===== src/rtl/rupt_sequencer.sv =====
// Interrupt sequencer: latch requests, wait for a safe boundary, drain E/W, inject the vector, then block until RESUME.
// Latency: 2+DRAIN_CYCLES cycles from request to redirect; hold/flush are ORed into the core's stall_D/flush_E.
module rupt_sequencer #(
    parameter int          N_RUPT        = 10,
    parameter logic [14:0] VECTOR_BASE   = 15'o4004,
    parameter int          VECTOR_STRIDE = 4,
    parameter int          DRAIN_CYCLES  = 2
) (
    input  logic              clock,
    input  logic              rst_l,
    input  logic [N_RUPT-1:0] rupt_req,
    input  logic              inhint_W,
    input  logic              relint_W,
    input  logic              resume_W,
    input  logic              prefix_D,
    input  logic              ovf_A,
    input  logic              stall_D,
    input  logic              branch_E,
    input  logic [14:0]       branch_target_E,
    input  logic [14:0]       pc_D,
    output logic              rupt_hold,
    output logic              rupt_flush,
    output logic              rupt_redirect,
    output logic [14:0]       rupt_vector,
    output logic              zrupt_we,
    output logic [14:0]       zrupt_data,
    output logic [N_RUPT-1:0] rupt_ack,
    output logic [N_RUPT-1:0] pending,
    output logic              rupt_en,
    output logic              in_isr
);
    localparam int WW = (N_RUPT > 1) ? $clog2(N_RUPT) : 1;

    typedef enum logic [1:0] {IDLE, HOLD, INJECT, ISR} state_t;

    state_t            state_q;
    logic [2:0]        cnt_q;
    logic [WW-1:0]     win_q;
    logic [WW-1:0]     winner;
    logic [N_RUPT-1:0] pending_q, pending_d;
    logic [N_RUPT-1:0] ack_q;
    logic [14:0]       saved_pc_q, vector_q;
    logic              hold_q, flush_q, redir_q, we_q, isr_q, en_q;
    logic              eligible;

    function automatic logic [14:0] vec_of(input logic [WW-1:0] w);
        vec_of = 15'(int'(VECTOR_BASE) + VECTOR_STRIDE * int'(w));
    endfunction

    // Lowest index wins: scan from the top so the last hit is the highest priority.
    always_comb begin
        winner = '0;
        for (int i = N_RUPT - 1; i >= 0; i--)
            if (pending_q[i]) winner = WW'(i);
    end

    assign eligible  = (|pending_q) & en_q & ~isr_q & ~ovf_A & ~prefix_D & ~stall_D & ~branch_E;
    // A request in the same cycle as its ack keeps the bit set.
    assign pending_d = (pending_q & ~ack_q) | rupt_req;

    always_ff @(posedge clock or negedge rst_l) begin
        if (!rst_l) begin
            pending_q <= '0;
            en_q      <= 1'b0;
        end else begin
            pending_q <= pending_d;
            if (inhint_W)      en_q <= 1'b0;
            else if (relint_W) en_q <= 1'b1;
        end
    end

    always_ff @(posedge clock or negedge rst_l) begin
        if (!rst_l) begin
            state_q    <= IDLE;
            cnt_q      <= '0;
            win_q      <= '0;
            saved_pc_q <= '0;
            vector_q   <= '0;
            hold_q     <= 1'b0;
            flush_q    <= 1'b0;
            redir_q    <= 1'b0;
            we_q       <= 1'b0;
            ack_q      <= '0;
            isr_q      <= 1'b0;
        end else begin
            flush_q <= 1'b0;
            redir_q <= 1'b0;
            we_q    <= 1'b0;
            ack_q   <= '0;
            case (state_q)
                IDLE: begin
                    if (eligible) begin
                        state_q    <= HOLD;
                        win_q      <= winner;
                        saved_pc_q <= pc_D;
                        vector_q   <= vec_of(winner);
                        cnt_q      <= 3'(DRAIN_CYCLES);
                        hold_q     <= 1'b1;
                    end
                end
                HOLD: begin
                    cnt_q <= cnt_q - 3'd1;
                    // An older taken branch retiring means execution resumes at its target.
                    if (branch_E) saved_pc_q <= branch_target_E;
                    if (inhint_W) begin
                        state_q <= IDLE;
                        hold_q  <= 1'b0;
                    end else if (cnt_q == 3'd1) begin
                        state_q <= INJECT;
                        flush_q <= 1'b1;
                        redir_q <= 1'b1;
                        we_q    <= 1'b1;
                        ack_q   <= N_RUPT'(1) << win_q;
                        isr_q   <= 1'b1;
                    end
                end
                INJECT: begin
                    state_q <= ISR;
                    hold_q  <= 1'b0;
                end
                ISR: begin
                    if (resume_W) begin
                        state_q <= IDLE;
                        isr_q   <= 1'b0;
                    end
                end
                default: state_q <= IDLE;
            endcase
        end
    end

    assign rupt_hold     = hold_q;
    assign rupt_flush    = flush_q;
    assign rupt_redirect = redir_q;
    assign rupt_vector   = vector_q;
    assign zrupt_we      = we_q;
    assign zrupt_data    = saved_pc_q;
    assign rupt_ack      = ack_q;
    assign pending       = pending_q;
    assign rupt_en       = en_q;
    assign in_isr        = isr_q;
endmodule

===== config.mk =====
export PLATFORM = sky130hd
export DESIGN_NAME = rupt_sequencer
export DESIGN_NICKNAME = d
export VERILOG_FILES = /design/src/rtl/rupt_sequencer.sv
export SDC_FILE = /design/constraint.sdc
export NUM_CORES = 1
export LEC_CHECK = 0
export CELL_PAD_IN_SITES_DETAIL_PLACEMENT = 2
export CELL_PAD_IN_SITES_GLOBAL_PLACEMENT = 2
export CORE_MARGIN = 2
export CORE_UTILIZATION = 28
export DETAILED_ROUTE_END_ITERATION = 16
export PLACE_DENSITY = 0.92
export SKIP_LAST_GASP = 1
export SLEW_MARGIN = 40
export SYNTH_ARGS = -nofsm -noshare
export SYNTH_HDL_FRONTEND = slang
export SYNTH_SLANG_ARGS = --single-unit

===== constraint.sdc =====
create_clock -name clock -period 4.1 [get_ports clock]
set_clock_uncertainty 0.05 [all_clocks]
set_input_delay 0.82 -clock clock [delete_from_list [all_inputs] [get_ports clock]]
set_output_delay 0.82 -clock clock [all_outputs]
set_load 0.02 [all_outputs]

==> reports/qor.yml <==
global_route:
  grt_pass1_vias: 2281
  grt.total_usage_pct: 16.4
  grt_max_degree: 30
  grt_pass1_wl_um: 12600
  antenna_found_initial: 0
  grt_overflow: 0
clock_network:
  htree_levels: 2
  clk_pin_slew_ps: 100
  clockRootBuffer: "clkbuf_8"
  cts_tree: "yes"
  ctsHoldBuffers: 0
  cts_buffers: 5
  postCtsSetupBuffers: 0
  clkLatencyLatePin_ps: 310
  clock_path_buffers: 2
  cts_sinks: 54
  cts_resized: 0
synth:
  seq_area_frac_synth_pct: 51.9
  yosys-top-cells-area: "dfrtp_1 (52%), mux2_2 (10%), mux2_4 (5.8%)"
  yosys.area.top_type: "dfrtp_1"
  synth_edf_count: 0
  synth_top_area_share_pct: 51.9
  syn-instance-count: 221
  synth_cell_types: 41
  yosys_warnings: 0
  netlist_area_um2: 2600
  synthFlopType: "dfrtp_1"
  synth_seq_cells: 54
  async_reset_ff_share_pct: 100
  avgSynthCellArea_um2: 11.8
critical_path:
  endpoint_kind: "flop"
  critPathKind: "in2reg"
  critPathSlowestCell: "clkdlybuf4s50_1"
  start_kind: "primary input"
  arrival_ps: 2810
  cp_slowest_stage_delay_ps: 400
  required_ps: 4250
  worstPathCellList: "clkdlybuf4s50_1, nor4_1, nand3b_1, o21ai_4, o211ai_4, mux2_4"
  cp_max_fo: 15
pwr:
  p_per_area_nw_per_um2: 565
  vdd_ir_drop_max_mv: 0.244
  p_leak_nw: 1.60
routing:
  ant_nets: 0
  first_pass_iters: 4
  drc: 0
  routedWlPerCell_um: 18.3
  viasPerCell: 4.65
  drt_iter0_drc: 70
  wl_um: 7870
  vias: 2000
layout:
  stdcell_count: 430
  drive_gt1_share_pct: 16.6
  area_delta_synth_final_pct: 43.4
  final_nets: 374
  insertedDiodeCount: 0
floorplanning:
  initial_utilization_pct: 28.6
  coreArea_um2: 9110
  rows: 35
  die_h_um: 100
  ios: 105
  die-width_um: 100
  dieArea_um2: 10100
flow_run:
  maxCapViolCount: 0
timing:
  rsz0062_at_grt: "no"
  slew_headroom_pct: 53.0
  period_minus_slack_ps: 2660
  period_share_pct: 64.8
  worstMarginPinSlew_ps: 702
  finalSetupViolCount: 0
  max_freq_mhz: 376
  tns_ps: 0
  drv_slew: 0
  hold_viol_final: 0
place:
  globalplace.congestion: 0.753
  numPortBuffers: 95
  dp.cells: 422
  dp_hpwl_um: 6210
run_status:
  status: "finished clean"
hold_path:
  holdCritPathClass: "reg2reg"
## through the flow
step                hold slack (ps)  cell area, um^2  power [mW]  util [%]  setup slack (ps)
CTS                             432             3730        2.14      41.0              1440
detailed placement              413             3630        1.76      39.8              1100
floorplan                       419             2630        1.40         -              1790
global placement                384             3630        1.70      39.8              1210
global route                    460             3730        2.23      41.0              1320
finish                          424             3730        2.11      41.0              1440
## worst max-delay path, delay by kind of cell
| family | cells | cell delay [ps] |
|---|---|---|
| AO/OA/AOI/OAI | 2 | 670 |
| buffers and inverters | 1 | 400 |
| multiplexers | 1 | 390 |
| AND/OR/NAND/NOR | 2 | 510 |
## per-layer routing
metal / global-route usage [%] / wire length (um)
met1: 19.7 / 3270
met2: 29.5 / 4180
met3: 3.13 / 257
met4: 5.37 / 157
met5: 0 / 0
## sequential cells by signal (all words and copies together) (netlist names), 3 cells and up, named ones only
name,cells
cnt_q,3
rupt_ack,10
zrupt_data,15
win_q,4
pending,10
rupt_vector,6
## placed cells by master (no fill, tap or decap), types with 4 or more instances in the layout
master | netlist | layout
clkdlybuf4s50_1 | 0 | 94
dfrtp_1 | 54 | 54
mux2_2 | 24 | 24
inv_1 | 20 | 20
nor2_1 | 17 | 17
mux2_4 | 10 | 10
a21oi_1 | 9 | 9
conb_1 | 1 | 9
nor3_1 | 9 | 8
nand2_1 | 8 | 8
a21o_1 | 7 | 7
ha_1 | 7 | 7
clkbuf_8 | 0 | 5
nor2b_1 | 4 | 4
o21ai_0 | 4 | 4
## cell usage after synthesis, types with 3 or more instances
| cell type | instances |
|---|---|
| mux2_2 | 24 |
| mux2_4 | 10 |
| dfrtp_1 | 54 |
| ha_1 | 7 |
| nor2b_1 | 4 |
| nor3_1 | 9 |
| nor2_1 | 17 |
| nand2b_1 | 3 |
| buf_4 | 11 |
| a21oi_1 | 9 |
| inv_1 | 20 |
| nand2_1 | 8 |
| a21o_1 | 7 |
| a31oi_1 | 3 |
| o21ai_0 | 4 |
## path summary, 6_finish.rpt
check	startpoint	end	slack, ps	cells past startpoint
max	ovf_A	zrupt_data[13]	1440	6
min	rupt_ack[4]	pending[4]	420	1
max reg2reg	pending[1]	zrupt_data[3]	1680	5
min reg2reg	rupt_ack[4]	pending[4]	420	1
max in group asynchronous	rst_l	rupt_ack[7]	2720	2
min in group asynchronous	rst_l	rupt_vector[5]	450	1
## kinds of logic (layout without fill, tap and decap cells)
group,Yosys count,after routing,synth area share [%]
and+or+nand+nor,53,53,10.9
xor gates and xnor gates,1,1,0.336
other,1,9,0.144
DFF,54,54,51.9
muxes,34,34,16.1
adders and majority gates,7,7,3.36
AOI/OAI and AO/OA,35,35,9.76
buffers and inverters,36,126,7.50
## area by class of cell
cell class / instances / area (um^2)
Clock buffer: 5 / 68.8
Inverter: 20 / 75.1
Clock inverter: 3 / 40.0
Tap cell: 111 / 139
Sequential cell: 54 / 1350
Multi-Input combinational cell: 139 / 1090
Fill cell: 955 / 5370
Timing Repair Buffer: 98 / 968
## power by group
group	internal, mW	switching, mW	total (mW)
Clock	0.180	0.185	0.366
Combinational	0.520	0.480	1.00
Sequential	0.658	0.0880	0.746
Total	1.36	0.753	2.11
Note: power is estimated with default switching activity, not from simulation.
